<file path="config.mk">
export PLATFORM = sky130hd
export DESIGN_NAME = cla_adder16_flat
export DESIGN_NICKNAME = d
export VERILOG_FILES = /design/src/rtl/cla_adder16_if.sv /design/src/rtl/cla_adder16.sv /design/src/flat_wrapper.sv
export SDC_FILE = /design/constraint.sdc
export NUM_CORES = 1
export LEC_CHECK = 0
export ABC_AREA = 1
export CORE_MARGIN = 1
export CORE_UTILIZATION = 49
export DETAILED_ROUTE_END_ITERATION = 6
export PLACE_DENSITY_LB_ADDON = 0.3
export SYNTH_ARGS = -nofsm -noshare
export SYNTH_HDL_FRONTEND = slang
export SYNTH_SLANG_ARGS = --single-unit
</file>
<file path="constraint.sdc">
create_clock -name clk -period 1.1 [get_ports clk]
set_input_delay 0.165 -clock clk [delete_from_list [all_inputs] [get_ports clk]]
set_output_delay 0.165 -clock clk [all_outputs]
set_load 0.005 [all_outputs]
</file>
<file path="src/rtl/cla_adder16_if.sv">
// rtl/cla_adder16_if.sv - operand/result bundle for the 16-bit look-ahead adder
interface cla_adder16_if;
  logic        in_valid;
  logic [15:0] a;
  logic [15:0] b;
  logic        cin;
  logic        out_valid;
  logic [15:0] sum;
  logic        cout;

  modport master (
    output in_valid, a, b, cin,
    input  out_valid, sum, cout
  );

  modport slave (
    input  in_valid, a, b, cin,
    output out_valid, sum, cout
  );
endinterface

</file>
<file path="src/rtl/cla_adder16.sv">
// rtl/cla_adder16.sv - two-level carry look-ahead adder with registered result
module cla_adder16 #(
  parameter int WIDTH = 16
) (
  input  logic          clk,
  input  logic          rst_n,
  cla_adder16_if.slave  bus
);

  logic [WIDTH-1:0] p;
  logic [WIDTH-1:0] g;
  logic [WIDTH-1:0] c;
  logic [3:0]       pg;
  logic [3:0]       gg;
  logic [4:0]       gc;
  logic [WIDTH-1:0] sum_c;

  assign p = bus.a ^ bus.b;
  assign g = bus.a & bus.b;

  always_comb begin
    pg = '0;
    gg = '0;
    gc = '0;
    c  = '0;
    for (int k = 0; k < 4; k++) begin
      pg[k] = p[4*k+3] & p[4*k+2] & p[4*k+1] & p[4*k];
      gg[k] = g[4*k+3]
            | (p[4*k+3] & g[4*k+2])
            | (p[4*k+3] & p[4*k+2] & g[4*k+1])
            | (p[4*k+3] & p[4*k+2] & p[4*k+1] & g[4*k]);
    end

    // Group carries are fully expanded from cin so no group waits on another.
    gc[0] = bus.cin;
    gc[1] = gg[0] | (pg[0] & bus.cin);
    gc[2] = gg[1] | (pg[1] & gg[0]) | (pg[1] & pg[0] & bus.cin);
    gc[3] = gg[2] | (pg[2] & gg[1]) | (pg[2] & pg[1] & gg[0])
          | (pg[2] & pg[1] & pg[0] & bus.cin);
    gc[4] = gg[3] | (pg[3] & gg[2]) | (pg[3] & pg[2] & gg[1])
          | (pg[3] & pg[2] & pg[1] & gg[0])
          | (pg[3] & pg[2] & pg[1] & pg[0] & bus.cin);

    for (int k = 0; k < 4; k++) begin
      c[4*k]   = gc[k];
      c[4*k+1] = g[4*k] | (p[4*k] & gc[k]);
      c[4*k+2] = g[4*k+1] | (p[4*k+1] & g[4*k])
               | (p[4*k+1] & p[4*k] & gc[k]);
      c[4*k+3] = g[4*k+2] | (p[4*k+2] & g[4*k+1])
               | (p[4*k+2] & p[4*k+1] & g[4*k])
               | (p[4*k+2] & p[4*k+1] & p[4*k] & gc[k]);
    end
  end

  assign sum_c = p ^ c;

  always_ff @(posedge clk or negedge rst_n) begin
    if (!rst_n) begin
      bus.sum       <= '0;
      bus.cout      <= 1'b0;
      bus.out_valid <= 1'b0;
    end else begin
      bus.out_valid <= bus.in_valid;
      if (bus.in_valid) begin
        bus.sum  <= sum_c;
        bus.cout <= gc[4];
      end
    end
  end

endmodule

</file>
<file path="src/flat_wrapper.sv">
// flat-port wrapper written by rule: the top's interface ports become plain ports
module cla_adder16_flat 
#(
  parameter int WIDTH = 16
)
  (clk, rst_n, bus_in_valid, bus_a, bus_b, bus_cin, bus_out_valid, bus_sum, bus_cout);
  cla_adder16_if bus_i ();
  input  logic clk;
  input  logic rst_n;
  input wire logic [$bits(bus_i.in_valid)-1:0] bus_in_valid;
  input wire logic [$bits(bus_i.a)-1:0] bus_a;
  input wire logic [$bits(bus_i.b)-1:0] bus_b;
  input wire logic [$bits(bus_i.cin)-1:0] bus_cin;
  output wire logic [$bits(bus_i.out_valid)-1:0] bus_out_valid;
  output wire logic [$bits(bus_i.sum)-1:0] bus_sum;
  output wire logic [$bits(bus_i.cout)-1:0] bus_cout;
  assign bus_i.in_valid = bus_in_valid;
  assign bus_i.a = bus_a;
  assign bus_i.b = bus_b;
  assign bus_i.cin = bus_cin;
  assign bus_out_valid = bus_i.out_valid;
  assign bus_sum = bus_i.sum;
  assign bus_cout = bus_i.cout;
  cla_adder16 #(.WIDTH(WIDTH)) u_core (.clk(clk), .rst_n(rst_n), .bus(bus_i));
endmodule
</file>
==> results of run 1 <==
cells by family after synthesis:
group           synth area share
simple gates               0.362
buf+inv                   0.0713
fa+ha+maj                  0.183
flops                      0.295
compound gates            0.0540
xor+xnor                  0.0344
through the flow:
step | TNS (ps) | setup slack (ps) | cell area, sq um | hold slack (ps)
floorplan | -3660 | -594 | 1720 | -131
global placement | -13840 | -1120 | 2540 | 462
detailed placement | -15200 | -1190 | 2540 | 475
==> summary.txt, run 1 <==
Yosys
  – Synth cell types: 25
  – Largest cells by area after synthesis: dfrtp_1, nand2_1, ha_1, inv_1, fa_1
  – Syn_area_per_cell: about 7.8 sq um
  – Post-synthesis async set-or-reset flop share: 1.00
  – Post-Syn Nets: roughly 250
  – Commonest cells in the netlist: nand2_1, inv_1, dfrtp_1
  – Synth Cell Area: ~1500 sq um
  – Count leader, synth: nand2_1
  – Ys flop type: dfrtp_1
  – Post-synthesis cell count: 197
  – Register area share after synthesis: 0.295
  – Synth warn: 0
  – Area fraction of the dominant cell type after synthesis: 0.295
  – Synth area leader: dfrtp_1
  – EDFF count, synth: 0
  – Synthesized flop and latch total: 18

Die
  – Die Width: about 58 um
  – Io pins: 54
  – Placement Rows: 19
  – Starting Density: 0.536
  – Die height: 57.8 um

Clocking
  – Clock Tree Buf Depth: 2
  – Clock Sinks: 18
  – H-tree depth: 1
  – Root buffer cell: clkbuf_4
  – Post-CTS Resized: roughly 220
  – CTS Buf Count: 3
  – Number of setup buffers added after CTS: 25
  – Hold Buf Count CTS: 0

Place
  – DPL Wire Length: approximately 3800 um
  – IO Port Bufs: 53
  – Routability cong.: just under 0.8
  – Post-Place Cells: 314

Status
  – Stop err: [ERROR DPL-0033] detailed placement checks failed during check placement.
  – Status: stopped before the end
  – Halt Stage: clock tree synthesis (4_1_cts)
==> run 2, diff against run 1 <==
- CORE_UTILIZATION: 49 -> 35
- PLACE_DENSITY_LB_ADDON: 0.3 -> 0.15
==> run 2 against run 1 <==
  * Area after synthesis unchanged
  * The flow now finishes, with violations (negative setup slack)
  * Synthesized cell count stayed put
==> summary.txt, run 2 <==
Yosys
  – Post-synthesis cell count: ~200
  – Commonest cells in the netlist: nand2_1, inv_1, dfrtp_1
  – Post-synthesis async set-or-reset flop share: 1.00
  – Synth area leader: dfrtp_1
  – Synth Cell Area: 1530 sq um
  – Synth warn: 0
  – Register area share after synthesis: 0.295
  – Post-Syn Nets: roughly 250
  – Synth cell types: 25
  – Count leader, synth: nand2_1
  – Ys flop type: dfrtp_1
  – Largest cells by area after synthesis: dfrtp_1, nand2_1, ha_1, inv_1, fa_1
  – Area fraction of the dominant cell type after synthesis: 0.295
  – Synthesized flop and latch total: 18
  – EDFF count, synth: 0
  – Syn_area_per_cell: a little under 8 sq um

Flow run
  – MaxCap Viol Count: 0

STA
  – Final Skew: 0 ps
  – Setup ws final: -473 ps
  – Peak Freq: 0.636 GHz
  – Slew @ Worst Pin: 389 ps
  – Worst slew margin: 0.741
  – Final setup vio count: 13
  – Max-slew violation count: 0
  – Unrepaired setup endpoints after global routing: yes
  – Hold Fails Final Rpt: 0
  – Final hold slack: around 230 ps
  – Final Critical Period: roughly 1600 ps
  – Final period util: 1.43

Place
  – Routability cong.: around 0.8
  – Post-Place Cell Area: roughly 2600 sq um
  – IO Port Bufs: 53
  – DPL Wire Length: between 3000 and 4000 um

Detailed routing
  – Residual DRC count: 0
  – Drt wl/cell: 12.7 um
  – Post-route ant nets: 0
  – Vias post-DR: approximately 1700
  – Uppermost routed layer: met4
  – Final wirelength: about 4600 um
  – 1st-iter DRT viols: just over 60
  – Pre-Repair DR Iteration Count: 4
  – Routed wl met2: 2340 um
  – Metal3 WL: around 190 um
  – Met1 Wirelength: between 1500 and 2000 um
  – Via density: 4.77

Finish
  – Max FFs per register: 16
  – Area delta synth->final: 98.4%
  – Most frequent cells in the layout: buf_4, nand2_1, buf_6
  – Commonest non-fill, non-tap cell in the layout: buf_4
  – Final Instance Area: just over 3000 sq um
  – Nets@finish: about 370
  – Largest registers: u_core.bus.sum (16), u_core.bus.cout (1), u_core.bus.out_valid (1)
  – # fillers: between 300 and 400
  – Top reg by flops: u_core.bus.sum
  – Antenna Cells: 0
  – Share of layout cells above drive strength 1: 0.560

Worst setup path
  – CP Capture Type: flip-flop
  – Critical Path Source: bus_a[10]
  – Required @ worst endpoint: 1300 ps
  – R2R Path Start: u_core.bus.sum[7]$_DFFE_PN0P_
  – Crit path max fanout: 3
  – R2r setup slk: about 260 ps
  – Critical path endpoint: u_core.bus.sum[12]$_DFFE_PN0P_
  – WP data arrival: roughly 1800 ps
  – Startpoint Class: primary input
  – Critical path class: in -> reg
  – R2R depth: 4
  – Reg-to-reg endpoint: u_core.bus.sum[7]$_DFFE_PN0P_

Clocking
  – H-tree depth: 1
  – Skew-Pair Late Insertion Delay: about 250 ps
  – Hold Buf Count CTS: 0
  – CTS tree: built
  – Clock Tree Buf Depth: 2
  – Clock Sinks: 18
  – Clk slew on worst S/H paths: approximately 70 ps
  – CTS Buf Count: 3
  – Root buffer cell: clkbuf_8

GRT
  – Vias in the first global route: 1690
  – Largest net degree at the start of global routing: 25
  – Gr usage total: 0.201
  – Total grt overflow: 0
  – Initial antenna violation count: 0
  – Global-route wire length before repair: approximately 7000 um

Die
  – Core ar.: slightly above 4000 sq um
  – Full die area: 4630 sq um
  – Starting Density: 0.374
  – Die Width: just under 70 um
  – Die height: 68.1 um
  – Placement Rows: 23
  – Io pins: 54

Pwr
  – Worst vdd ir: ~0.43 mV
  – Pleak: approximately 1.5 nW
  – Overall power: a little under 3 mW
  – Pwr Density: between 900 and 1000 nW/um^2

Min path
  – Hold/Removal Path Class: in -> async

Status
  – Status: finished with violations
  – Failing checks: negative setup slack
==> run 2: cell counts after synthesis <==
Identical to the previous run, type by type.
==> run 2: per-layer routing <==
| metal | global-route usage | up-vias |
|---|---|---|
| met4 | 0.0990 | 0 |
| met3 | 0.0167 | 13 |
| met2 | 0.354 | 58 |
| met1 | 0.241 | 810 |
| li1 | - | 865 |
| met5 | 0 | - |
==> run 2: what timing repair did <==
item,in CTS,in global routing
pin swaps,59,41
setup buffers,22,12
gates resized for setup,185,39
endpoints found under the setup margin,35,26
==> run 2: kinds of logic (layout without fill, tap and decap cells) <==
kind of cell	count (synthesis)	after routing	synth area share
and+or+nand+nor	110	110	0.362
buffers and inverters	28	147	0.0713
xor gates and xnor gates	6	6	0.0344
AOI/OAI and AO/OA	15	15	0.0540
DFF	18	18	0.295
adders and majority gates	20	20	0.183
==> run 2: layout make-up <==
type / count / area [sq um] / area share
clock buffer: 4 / 55.1 / 0.0182
inverter: 25 / 98.8 / 0.0326
multi-input combinational: 151 / 1380 / 0.454
sequential: 18 / 450 / 0.149
tap: 50 / 62.6 / 0.0206
timing repair buffer: 118 / 990 / 0.326
==> run 2: worst min path at each step <==
| stage | startpoint | to | slack [ps] | cells after the start |
|---|---|---|---|---|
| global placement | u_core.bus.sum[4]$_DFFE_PN0P_ | u_core.bus.sum[4]$_DFFE_PN0P_ | 450 | 2 |
| global route | rst_n | u_core.bus.sum[13]$_DFFE_PN0P_ | 240 | 2 |
| floorplan | rst_n | u_core.bus.cout$_DFFE_PN0P_ | -130 | 0 |
| CTS | rst_n | u_core.bus.sum[6]$_DFFE_PN0P_ | 240 | 2 |
| detailed placement | u_core.bus.sum[4]$_DFFE_PN0P_ | u_core.bus.sum[4]$_DFFE_PN0P_ | 460 | 2 |
| finish | rst_n | u_core.bus.out_valid$_DFF_PN0_ | 230 | 2 |
==> run 2: where the power goes <==
group | internal, mW | total [mW] | switching, mW
clock network | 0.318 | 0.542 | 0.224
registers | 0.776 | 0.838 | 0.0616
logic | 0.888 | 1.57 | 0.685
==> run 2: per-stage QoR <==
step	instances	setup slack, ps	util	TNS, ps
floorplan	197	-594	-	-3660
detailed placement	338	-1150	0.640	-14740
global route	366	-530	0.742	-4720
CTS	359	-431	0.706	-3390
finish	366	-473	0.742	-3790
global placement	338	-1100	0.640	-14250
==> run 2: critical path, cell delays in order <==
cell	delay [ps]
buf_2	120
ha_4	230
nand2_2	70
inv_2	30
nand2_2	70
nand2_4	60
or2_4	240
and2_4	140
fa_2	530
nand2_2	50
nand2_1	50
(Power assumes the default switching activity.)
==> run 3, diff against run 2 <==
- DONT_BUFFER_PORTS: not set -> 1
==> run 3 against run 2 <==
  * The flow still finishes with violations (negative setup slack)
  * Worst setup slack improved by 100 ps
  * Flip-flop and latch count is the same
  * First-iteration DRC count shrank 46%
  * Clock-buffer cell count shrank 1
  * Final cell count fell by 22%
  * Clock power shrank 19%
  * Non-clock buffer count fell by 81
  * Core utilization shrank 20 points
  * Power is 23% lower
  * Design area down 26%
  * Highest routed layer unchanged
==> summary.txt, run 3 (synthesized netlist as in run 2, its figures left out) <==
Status
  – Status: finished with violations
  – Failing checks: negative setup slack

Clocking
  – Skew-Pair Late Insertion Delay: 250 ps
  – Clock Sinks: 18
  – CTS Buf Count: 3
  – Clk slew on worst S/H paths: roughly 60 ps
  – Clock Tree Buf Depth: 2
  – Root buffer cell: clkbuf_8
  – CTS tree: built
  – H-tree depth: 1

Detailed routing
  – Vias post-DR: approximately 1400
  – Drt wl/cell: 12.5 um
  – Pre-Repair DR Iteration Count: 4
  – 1st-iter DRT viols: 33
  – Via density: between 4 and 5
  – Final wirelength: about 3500 um
  – Post-route ant nets: 0
  – Residual DRC count: 0

GRT
  – Largest net degree at the start of global routing: 25
  – Global-route wire length before repair: 5780 um
  – Vias in the first global route: around 1400
  – M1 GR Usage: 0.211
  – Met3 Usage GRT: 0.0250
  – Initial antenna violation count: 0
  – Gr usage total: 0.166
  – Total grt overflow: 0
  – Most used routing layer: met2
  – Grt met2 use: 0.277

Pwr
  – Pwr Density: a little over 1000 nW/um^2
  – Flop pwr share: 0.384
  – Worst vdd ir: around 0.38 mV
  – Pleak: between 1 and 1.5 nW
  – Sw Ratio: 0.330
  – Combinational share of power: 0.424
  – Switching Power: 0.751 mW
  – Power share of the clock group: 0.192
  – Overall power: between 2 and 2.5 mW
  – P_int: 1.52 mW

Finish
  – Largest registers: u_core.bus.sum (16), u_core.bus.cout (1), u_core.bus.out_valid (1)
  – Commonest non-fill, non-tap cell in the layout: nand2_1
  – Area delta synth->final: 46.2%
  – Area taken by flip-flops and latches: around 450 sq um
  – Antenna Cells: 0
  – Max FFs per register: 16
  – Multi-input gate area: approximately 1300 sq um
  – # fillers: about 370
  – Nets@finish: between 200 and 300
  – Fin cells: roughly 280
  – Final Instance Area: 2230 sq um
  – Top reg by flops: u_core.bus.sum
  – Most frequent cells in the layout: nand2_1, buf_4, inv_1
  – Share of layout cells above drive strength 1: 0.453

Flow run
  – MaxCap Viol Count: 0

Worst setup path
  – CP Capture Type: flip-flop
  – Required @ worst endpoint: roughly 1300 ps
  – WP data arrival: about 1700 ps
  – R2R depth: 2
  – Startpoint Class: primary input
  – Crit path max fanout: 3
  – Critical path class: in -> reg

Place
  – Post-Place Cells: around 280
  – DPL Wire Length: about 2900 um
  – Post-Place Cell Area: around 2000 sq um
  – Routability cong.: around 0.74
  – IO Port Bufs: 0

STA
  – Unrepaired setup endpoints after global routing: yes
  – Setup ws final: -372 ps
  – Final period util: 1.34
  – Worst slew margin: 0.465
  – Final Skew: 0 ps
  – Slew @ Worst Pin: 802 ps
  – Final setup vio count: 12
  – Peak Freq: 0.679 GHz
  – Final Critical Period: approximately 1500 ps
  – Hold Fails Final Rpt: 0
  – Max-slew violation count: 0

Min path
  – Hold depth: 2
  – Hold/Removal Path Class: in -> reg

Die
  – Placement Rows: 23
  – Die height: approximately 68 um
  – Io pins: 54
  – Starting Density: 0.374
  – Die Width: 68.1 um
  – Core ar.: about 4100 sq um
  – Full die area: approximately 4600 sq um
-- run 3: worst max-delay path: stages --
cell,delay (ps)
ha_4,240
a21oi_2,180
nand2_4,80
or2_4,230
and2_4,160
fa_2,510
nand2_1,50
nand2_1,40
-- run 3: power groups by stage --
stage	combinational (mW)	sequential, mW	clock (mW)
floorplan	0.581	0.856	0
global placement	0.795	0.884	0
detailed placement	0.820	0.888	0
CTS	0.902	0.876	0.459
global route	1.08	0.885	0.485
finish	0.963	0.873	0.437
-- run 3: worst paths after layout --
path / start / endpoint / slack, ps
worst max-delay path: bus_b[11] / u_core.bus.sum[12]$_DFFE_PN0P_ / -370
worst max register to register: u_core.bus.sum[2]$_DFFE_PN0P_ / u_core.bus.sum[2]$_DFFE_PN0P_ / 430
worst min-delay path: bus_in_valid / u_core.bus.sum[4]$_DFFE_PN0P_ / 40
max in group asynchronous: rst_n / u_core.bus.sum[7]$_DFFE_PN0P_ / 530
worst min register to register: u_core.bus.sum[4]$_DFFE_PN0P_ / u_core.bus.sum[4]$_DFFE_PN0P_ / 500
min in group asynchronous: rst_n / u_core.bus.sum[1]$_DFFE_PN0P_ / 70
-- run 3: stage by stage --
| step | hold slack, ps | TNS [ps] | util | setup WS (ps) |
|---|---|---|---|---|
| after global placement | -130 | -5580 | 0.491 | -603 |
| after detailed placement | -130 | -5900 | 0.491 | -636 |
| final | 37.0 | -1870 | 0.547 | -372 |
| after global routing | 26.6 | -2720 | 0.547 | -437 |
| after CTS | 25.8 | -1660 | 0.526 | -334 |
| after floorplan | -131 | -3660 | - | -594 |
-- run 3: area by class of cell --
type | count | share of cell area
Clock buffer | 3 | 0.0185
Inverter | 25 | 0.0420
Multi-Input combinational cell | 151 | 0.575
Sequential cell | 18 | 0.202
Tap cell | 50 | 0.0280
Timing Repair Buffer | 37 | 0.134
-- run 3: repair_timing --
| action | in CTS | in global routing |
|---|---|---|
| setup endpoints to repair | 11 | 31 |
| hold buffers | 2 | 0 |
| buffers inserted | 2 | 4 |
| gates resized for setup | 20 | 20 |
| pin swaps | 13 | 23 |
| hold endpoints to repair | 19 | 0 |
-- run 3: routing by layer --
metal / up-vias / wire length, um
met4: 0 / 27
met5: - / 0
met1: 616 / 1600
met3: 2 / 181
met2: 34 / 1730
li1: 701 / -
==> run 4, diff against run 3 <==
- SLEW_MARGIN: not set -> 20
==> results of run 4 <==
No change in the layout: final DEF, timing and power equal those of run 3.
